**src/rtl/avlnst_pkt_rr_arb.sv**
```systemverilog
// Packet-level round-robin arbiter merging NUM_REQ Avalon-ST streams; grant held sof..eof.
// Latency: one arbitration cycle per packet, then an accepted beat appears on o_* next cycle.
// Backpressure: o_rdy only to the granted requester when the output register can load.
// Optional framing checker: define AVLNST_PKT_RR_ARB_CHECK_EN (adds o_err/o_err_cnt).
module avlnst_pkt_rr_arb #(
    parameter int NUM_REQ    = 4,
    parameter int DATA_WIDTH = 64
) (
    input  logic                          i_clk,
    input  logic                          i_rst_n,
    input  logic [NUM_REQ*DATA_WIDTH-1:0] i_data,
    input  logic [NUM_REQ-1:0]            i_vld,
    input  logic [NUM_REQ-1:0]            i_sof,
    input  logic [NUM_REQ-1:0]            i_eof,
    output logic [NUM_REQ-1:0]            o_rdy,
    output logic [DATA_WIDTH-1:0]         o_data,
    output logic                          o_vld,
    output logic                          o_sof,
    output logic                          o_eof,
    input  logic                          i_rdy,
    output logic [NUM_REQ-1:0]            o_grant,
    output logic                          o_busy
`ifdef AVLNST_PKT_RR_ARB_CHECK_EN
    ,
    output logic                          o_err,
    output logic [15:0]                   o_err_cnt
`endif
);

    localparam int IDX_W = $clog2(NUM_REQ);

    typedef enum logic {IDLE = 1'b0, GNT = 1'b1} state_t;

    state_t                  state_q;
    logic [IDX_W-1:0]        ptr_q;
    logic [IDX_W-1:0]        idx_q;
    logic [IDX_W-1:0]        cand;
    logic [IDX_W-1:0]        pick_idx;
    logic                    pick_vld;
    logic                    load_ok;
    logic                    acc;
    logic                    beat_sof;
    logic                    beat_eof;
    logic                    out_sof;
    logic                    drop;
    logic [DATA_WIDTH-1:0]   beat_dat;

    assign load_ok  = !o_vld || i_rdy;
    assign o_rdy    = (state_q == GNT && load_ok) ? o_grant : '0;
    assign acc      = |(i_vld & o_rdy);
    assign beat_sof = |(i_sof & o_grant);
    assign beat_eof = |(i_eof & o_grant);

    // grant is one-hot, so an OR of masked lanes is the data mux
    always_comb begin
        beat_dat = '0;
        for (int k = 0; k < NUM_REQ; k++) begin
            if (o_grant[k]) begin
                beat_dat = beat_dat | i_data[k*DATA_WIDTH +: DATA_WIDTH];
            end
        end
    end

    // walk downward so the candidate closest to ptr_q wins
    always_comb begin
        pick_vld = 1'b0;
        pick_idx = '0;
        cand     = '0;
        for (int i = NUM_REQ - 1; i >= 0; i--) begin
            cand = IDX_W'((int'(ptr_q) + i) % NUM_REQ);
            if (i_vld[cand]) begin
                pick_vld = 1'b1;
                pick_idx = cand;
            end
        end
    end

`ifdef AVLNST_PKT_RR_ARB_CHECK_EN
    logic first_q;
    logic sof_bad;

    assign drop    = first_q && !beat_sof;
    assign sof_bad = !first_q && beat_sof;
    assign out_sof = first_q && beat_sof;

    always_ff @(posedge i_clk or negedge i_rst_n) begin
        if (!i_rst_n) begin
            first_q   <= 1'b0;
            o_err     <= 1'b0;
            o_err_cnt <= '0;
        end else begin
            if (state_q == IDLE && pick_vld) begin
                first_q <= 1'b1;
            end else if (acc) begin
                first_q <= 1'b0;
            end
            if (acc && (drop || sof_bad)) begin
                o_err <= 1'b1;
                if (o_err_cnt != 16'hFFFF) begin
                    o_err_cnt <= o_err_cnt + 16'd1;
                end
            end
        end
    end
`else
    assign drop    = 1'b0;
    assign out_sof = beat_sof;
`endif

    always_ff @(posedge i_clk or negedge i_rst_n) begin
        if (!i_rst_n) begin
            state_q <= IDLE;
            ptr_q   <= '0;
            idx_q   <= '0;
            o_grant <= '0;
            o_busy  <= 1'b0;
            o_vld   <= 1'b0;
            o_sof   <= 1'b0;
            o_eof   <= 1'b0;
            o_data  <= '0;
        end else begin
            if (acc && !drop) begin
                o_vld  <= 1'b1;
                o_data <= beat_dat;
                o_sof  <= out_sof;
                o_eof  <= beat_eof;
            end else if (i_rdy) begin
                o_vld  <= 1'b0;
            end

            case (state_q)
                IDLE: begin
                    if (pick_vld) begin
                        o_grant <= {{(NUM_REQ-1){1'b0}}, 1'b1} << pick_idx;
                        idx_q   <= pick_idx;
                        o_busy  <= 1'b1;
                        state_q <= GNT;
                    end
                end
                GNT: begin
                    // release on the accepted eof even if downstream stalls it
                    if (acc && beat_eof) begin
                        o_grant <= '0;
                        ptr_q   <= (idx_q == IDX_W'(NUM_REQ - 1)) ? '0 : idx_q + IDX_W'(1);
                        o_busy  <= 1'b0;
                        state_q <= IDLE;
                    end
                end
                default: state_q <= IDLE;
            endcase
        end
    end

endmodule

```
**config.mk**
```make
export PLATFORM = sky130hd
export DESIGN_NAME = avlnst_pkt_rr_arb
export DESIGN_NICKNAME = d
export VERILOG_FILES = /design/src/rtl/avlnst_pkt_rr_arb.sv
export SDC_FILE = /design/constraint.sdc
export NUM_CORES = 1
export LEC_CHECK = 0
export ABC_AREA = 1
export CAP_MARGIN = 20
export CORE_AREA = 2 2 137 139
export DETAILED_ROUTE_END_ITERATION = 12
export DIE_AREA = 0 0 139 141
export MAX_ROUTING_LAYER = met4
export PLACE_DENSITY = 0.66
export SLEW_MARGIN = 20
export SYNTH_ARGS = -nofsm -noshare
export SYNTH_HDL_FRONTEND = slang
export SYNTH_SLANG_ARGS = --single-unit
```
**constraint.sdc**
```tcl
create_clock -name i_clk -period 1.3 [get_ports i_clk]
set_input_delay 0.195 -clock i_clk [delete_from_list [all_inputs] [get_ports i_clk]]
set_output_delay 0.195 -clock i_clk [all_outputs]
set_load 0.05 [all_outputs]
```
==> results.cfg, run 1 <==
[detailed_routing]
detail_route.iter0.violations = 283
viasPerCell = 4.89
firstDrtPassIters = 6
detail_route.drc_violations = 0
ant_nets = 0
vias = 6019
drt-wirelength-per-cell_um = 19.2
routed_wl_um = 23600

[synthesis]
synth_top_cell_area_share_pct = 41.9
synth.most_common_cell = sky130_fd_sc_hd__nand2_1
area_of_the_mapped_netlist_um2 = 4600
yosys_most_used_dff = sky130_fd_sc_hd__dfrtp_1
syn-num-nets = 859
netlist_instances = 587
synth.yosys.seq_area_share_pct = 41.9
synth_enable_flop_cells = 0
yosys-top-cells-count = sky130_fd_sc_hd__nand2_1, sky130_fd_sc_hd__dfrtp_1, sky130_fd_sc_hd__a221oi_1
yosysWarnings = 0
syn_avg_cell_area_um2 = 7.84
synth-async-reset-ratio_pct = 100
post_synth_main_area_contributors = sky130_fd_sc_hd__dfrtp_1, sky130_fd_sc_hd__nand2_1, sky130_fd_sc_hd__a221oi_1
synth_top_cell_by_area = sky130_fd_sc_hd__dfrtp_1
synth.ff_latch_count = 77
post_synth_num_cell_types = 24

[clock_network]
clk_transition_reported_paths_ns = 0.06
h-tree-depth = 3
clk_latency_ns = 0.33
cts-buffers-inserted = 9
cts_tree = done
clk_path_buf_depth = 2
clock-root-buffer = sky130_fd_sc_hd__clkbuf_16
cts_sinks = 77

[global_routing]
global_route.overflow_total = 0
grt_antenna_before_repair = 0
grt_pass1_wl_um = 34600
largest_net_degree_at_the_start_of_global_routing = 45
first_global_vias = 6066
grt_usage_pct = 23.4

[die]
die-area_um2 = 19600
core_area_um2 = 18300
num_rows = 50
die_y_um = 141
starting_density_of_the_core_pct = 25.2
die_w_um = 139
io_pins = 347

[finish]
nNetsFinal = 1265
drive_above_1_share_pct = 35.6
antennaDiodeCount = 0
area_delta_synth_final_pct = 142

[sta]
final_critical_path_share_of_the_clock_period_pct = 127
final.hold.worst_slack_ns = 0.356
timing_worst_slew_pin_value_ns = 0.474
finalWorstSetupSlack_ns = -0.354
timing.max_slew.rel_slack_pct = 68.4
final_worst_path_period_need_ns = 1.65
hold_violations = 0
tns_ns = -24.21
grt_setup_unrepaired = yes
fmax_mhz = 604
timing.final.setup_violations = 85
worst_clock_skew_ns = 0.00567
report.final.slew_viol_count = 0

[critical_path]
cp.required_ns = 1.57
critical_path.cell_chain = a21oi_4 > buf_6 > nand3_2 > nand4_1 > inv_4 > buf_12 > buf_12 > buf_6 > o21ai_1
slowest_stage = sky130_fd_sc_hd__dfrtp_2
delay_of_the_slowest_critical_path_stage_ns = 0.42
crit_arrival_ns = 1.92
setup.worst_path.class = reg -> reg
crit_path_start_kind = flip-flop
endpoint_kind = flip-flop
path_delay_family = buffers and inverters
cp_num_buf_inv = 5
crit_fanout = 8

[worst_hold_path]
hold_path_class = in -> async

[status]
failed_checks = setup timing
status = finished, violations left

[power_and_ir_drop]
powerDensity_nw_per_um2 = 2180
maximum_resistive_drop_on_vdd_v = 0.00134
pleak_nw = 4.83
post-layout-total-power_mw = 24.4

[job]
max_cap_viol = 0

[place]
gp_congestion = 0.847
placement.io_buffers = 346
place_ws_ns = -0.522
detailed_place_hpwl_um = 15500
==> per-stage QoR <==
step / std cells / utilization, % / instance area (µm²)
2_1_floorplan: 587 / - / 4750
3_3_place_gp: 1171 / 51.3 / 9380
3_5_place_dp: 1171 / 51.3 / 9380
4_1_cts: 1224 / 58.3 / 10600
5_1_grt: 1231 / 61.1 / 11200
6_report: 1231 / 61.1 / 11200
==> power by group <==
group	internal [mW]	leakage (nW)	total, mW	switching [mW]
Clock	1.47	0.138	2.47	1.01
Sequential	3.04	1.02	3.86	0.821
Combinational	8.91	3.67	18.0	9.12
Total	13.4	4.83	24.4	11.0
==> path summary, 6_finish.rpt <==
kind	startpoint	end	slack, ns	cells after the start
setup / recovery	o_vld	o_data[47]	-0.35	9
setup reg to reg	o_vld	o_data[47]	-0.35	9
hold / removal	i_rst_n	o_data[43]	0.36	3
max in group asynchronous	i_rst_n	o_data[31]	0.68	3
hold reg to reg	idx_q[1]	idx_q[1]	0.52	2
min in group i_clk	idx_q[1]	idx_q[1]	0.52	2
==> flip-flops by register name (all words and copies together) (netlist names) <==
| signal | flops |
|---|---|
| o_eof | 1 |
| o_grant | 4 |
| o_sof | 1 |
| state_q | 1 |
| o_data | 64 |
| idx_q | 2 |
| o_vld | 1 |
| o_busy | 1 |
| ptr_q | 2 |
==> cell families after synthesis <==
| logic type | after synthesis | synth area share, % |
|---|---|---|
| AO/OA/AOI/OAI | 164 | 25.6 |
| adder cells (fa/ha/maj) | 1 | 0.272 |
| buffers and inverters | 71 | 8.40 |
| flip-flops | 77 | 41.9 |
| AND/OR/NAND/NOR | 274 | 23.9 |
==> worst reg2reg max path: cells and delay by family (launching register included) <==
kind / cells / cell delay (ns)
and+or+nand+nor: 2 / 0.25
AOI/OAI and AO/OA: 2 / 0.26
buffers and inverters: 5 / 0.66
DFF: 1 / 0.42
==> layer usage <==
layer	track usage (%)	vias to the layer above	wire, µm
li1	-	2873	-
met1	28.2	2897	9610
met2	40.8	219	12400
met3	4.01	30	1210
met4	5.79	0	361
met5	-	-	0
==> cell usage in the layout (no fill, tap or decap), types with 14 or more instances in the layout <==
| master | synthesis | layout |
|---|---|---|
| sky130_fd_sc_hd__clkdlybuf4s50_1 | 0 | 269 |
| sky130_fd_sc_hd__clkbuf_16 | 0 | 14 |
| sky130_fd_sc_hd__nand2_1 | 239 | 178 |
| sky130_fd_sc_hd__buf_4 | 0 | 43 |
| sky130_fd_sc_hd__a221oi_1 | 65 | 52 |
| sky130_fd_sc_hd__nand2_2 | 6 | 36 |
| sky130_fd_sc_hd__nand2_4 | 1 | 30 |
| sky130_fd_sc_hd__o21ai_2 | 6 | 42 |
| sky130_fd_sc_hd__buf_6 | 14 | 18 |
| sky130_fd_sc_hd__a22o_1 | 22 | 22 |
| sky130_fd_sc_hd__buf_12 | 0 | 92 |
| sky130_fd_sc_hd__dfrtp_1 | 77 | 71 |
| sky130_fd_sc_hd__o21ai_1 | 27 | 29 |
==> area by class of cell <==
cell class                 instances  area, µm²
fill                            1534       7110
timing repair buffer             442       5560
multi-input combinational        439       2990
sequential                        77       1930
tap                              234        293
clock buffer                      10        229
inverter                          24        103
clock inverter                     5       52.6
==> repair_timing <==
| action | 4_1_cts | 5_1_grt |
|---|---|---|
| resized for setup | 127 | 114 |
| hold endpoints to repair | 77 | 0 |
| cloned | 14 | 5 |
| pin swaps | 21 | 19 |
| hold buffers | 1 | 0 |
| setup buffers | 23 | 8 |
| endpoints found under the setup margin | 85 | 85 |
(Power assumes the default switching activity.)
==> inputs of run 2 (changes only) <==
--- a/config.mk
+++ b/config.mk
@@ -6,7 +6,7 @@
 export NUM_CORES = 1
 export LEC_CHECK = 0
 export ABC_AREA = 1
-export CAP_MARGIN = 20
+export CAP_MARGIN = 30
 export CORE_AREA = 2 2 137 139
 export DETAILED_ROUTE_END_ITERATION = 12
 export DIE_AREA = 0 0 139 141
==> results of run 2 <==
Final layout, timing and power as in run 1 (identical DEF).
==> inputs of run 3 (changes only) <==
--- a/config.mk
+++ b/config.mk
@@ -7,11 +7,12 @@
 export LEC_CHECK = 0
 export ABC_AREA = 1
 export CAP_MARGIN = 30
-export CORE_AREA = 2 2 137 139
+export CELL_PAD_IN_SITES_DETAIL_PLACEMENT = 0
+export CELL_PAD_IN_SITES_GLOBAL_PLACEMENT = 1
+export CORE_UTILIZATION = 21
 export DETAILED_ROUTE_END_ITERATION = 12
-export DIE_AREA = 0 0 139 141
 export MAX_ROUTING_LAYER = met4
-export PLACE_DENSITY = 0.66
+export PLACE_DENSITY_LB_ADDON = 0.1
 export SLEW_MARGIN = 20
 export SYNTH_ARGS = -nofsm -noshare
 export SYNTH_HDL_FRONTEND = slang
==> results.cfg, run 3 (synthesis gave the netlist of run 1 again) <==
[job]
max_cap_viol = 0

[finish]
fin_util_pct = 52.0
final_cell_area_um2 = 11100
mostFrequentLayoutCells = sky130_fd_sc_hd__clkdlybuf4s50_1, sky130_fd_sc_hd__nand2_1, sky130_fd_sc_hd__buf_12, sky130_fd_sc_hd__dfrtp_1, sky130_fd_sc_hd__buf_4
final_cells = 1264
drive_above_1_share_pct = 34.7
largestRegisters = o_data: 64 flops, o_grant: 4 flops
nNetsFinal = 1257
largest_register_ffs = 64
top_register = o_data
antennaDiodeCount = 0
layout_commonest_cell = sky130_fd_sc_hd__clkdlybuf4s50_1
area_delta_synth_final_pct = 141

[die]
starting_density_of_the_core_pct = 21.6
die_y_um = 150
num_rows = 53
core_area_um2 = 21300
die-area_um2 = 22500
die_w_um = 150
io_pins = 347

[critical_path]
crit_arrival_ns = 1.43
rr_startpoint = o_vld
cp.required_ns = 1.11
worst_setup_path_startpoint = o_vld
crit_fanout = 4
setup.worst_path.class = reg -> out
endpoint_kind = primary output
crit_path_start_kind = flip-flop

[global_routing]
grt_antenna_before_repair = 0
grt_pass1_wl_um = 33800
grt_usage_pct = 20.9
global_route.overflow_total = 0
use_met3_pct = 5.70
largest_net_degree_at_the_start_of_global_routing = 78
gr-usage-met2_pct = 39.4
first_global_vias = 5968
grt_util_met1_pct = 21.5
grt-busiest-layer = met2

[detailed_routing]
viasPerCell = 4.71
detail_route.drc_violations = 0
vias = 5957
routed_wl_um = 24200
drt-wirelength-per-cell_um = 19.2
detail_route.iter0.violations = 214
ant_nets = 0
firstDrtPassIters = 5

[sta]
grt_setup_unrepaired = yes
final_critical_path_share_of_the_clock_period_pct = 125
tns_ns = -20.63
timing_worst_slew_pin_value_ns = 0.441
fmax_mhz = 617
worst_clock_skew_ns = 0.00659
timing.max_slew.rel_slack_pct = 70.6
report.final.slew_viol_count = 0
final.hold.worst_slack_ns = 0.425
timing.final.setup_violations = 86
final_worst_path_period_need_ns = 1.62
hold_violations = 0
finalWorstSetupSlack_ns = -0.321

[power_and_ir_drop]
maximum_resistive_drop_on_vdd_v = 0.00145
power.net_switching_mw = 10.6
internal_power_mw = 13.1
post-layout-total-power_mw = 23.7
seqPwrFrac_pct = 16.4
powerDensity_nw_per_um2 = 2140
swShare_pct = 44.8
pwr-share-clk_pct = 11.4
pleak_nw = 4.74
power.share.combinational_pct = 72.2

[status]
failed_checks = setup timing
status = finished, violations left

[place]
placedCellCount = 1213
place_ws_ns = -0.534
gp_congestion = 0.806
placement.io_buffers = 346
placed_cell_area_um2 = 9480
detailed_place_hpwl_um = 16700

[clock_network]
h-tree-depth = 3
cts-buffers-inserted = 9
clk_path_buf_depth = 2
clk_transition_reported_paths_ns = 0.06
cts_sinks = 77
clock-root-buffer = sky130_fd_sc_hd__clkbuf_16
cts_tree = done
clk_latency_ns = 0.34

[worst_hold_path]
hold_path_class = in -> async
[run 3: changes by cell type in the layout (fill, tap and decap cells not counted), sizes merged]
| cell | previous run | this run |
|---|---|---|
| buf | 163 | 157 |
| bufbuf | 4 | 3 |
| bufinv | 1 | 2 |
| clkinv | 3 | 1 |
[run 3: timing repair]
| item | in CTS | in global routing |
|---|---|---|
| hold buffers | 1 | 0 |
| setup buffers | 17 | 9 |
| cloned | 9 | 5 |
| hold endpoints to repair | 77 | 0 |
| setup endpoints to repair | 85 | 85 |
| pin swaps | 11 | 25 |
| gates resized for setup | 73 | 147 |
[run 3: final timing paths]
kind                               to  slack (ns)  cells past startpoint
setup / recovery             o_rdy[3]       -0.32                      4
hold / removal             o_data[63]        0.43                      3
setup reg to reg           o_data[37]       -0.31                      9
hold reg to reg               state_q        0.51                      2
max in group asynchronous    ptr_q[0]        0.48                      3
min in group i_clk            state_q        0.51                      2
[run 3: power by group through the flow]
| stage | clock (mW) | sequential (mW) | combinational [mW] |
|---|---|---|---|
| 6_report | 2.70 | 3.89 | 17.1 |
| 5_1_grt | 2.87 | 3.98 | 18.2 |
| 4_1_cts | 2.78 | 3.81 | 15.7 |
| 3_5_place_dp | 0 | 3.80 | 12.9 |
| 3_3_place_gp | 0 | 3.79 | 12.8 |
| 2_1_floorplan | 0 | 5.21 | 5.62 |
[run 3: worst max-delay path, stage by stage, from the launching register on]
cell,delay [ns]
sky130_fd_sc_hd__dfrtp_2,0.42
sky130_fd_sc_hd__a21oi_4,0.16
sky130_fd_sc_hd__inv_1,0.18
sky130_fd_sc_hd__nor2_4,0.18
sky130_fd_sc_hd__buf_12,0.14
[run 3: metal layers]
layer	vias up	wire length (µm)
met3	21	1770
met1	2858	9020
met5	-	0
met2	229	13100
met4	0	354
li1	2849	-
[run 3: final cells by class]
class / count / area, µm²
timing repair buffer: 434 / 5400
tap: 275 / 344
fill: 1914 / 10200
sequential: 77 / 1930
inverter: 24 / 103
clock buffer: 11 / 243
clock inverter: 4 / 72.6
multi-input combinational: 439 / 2980
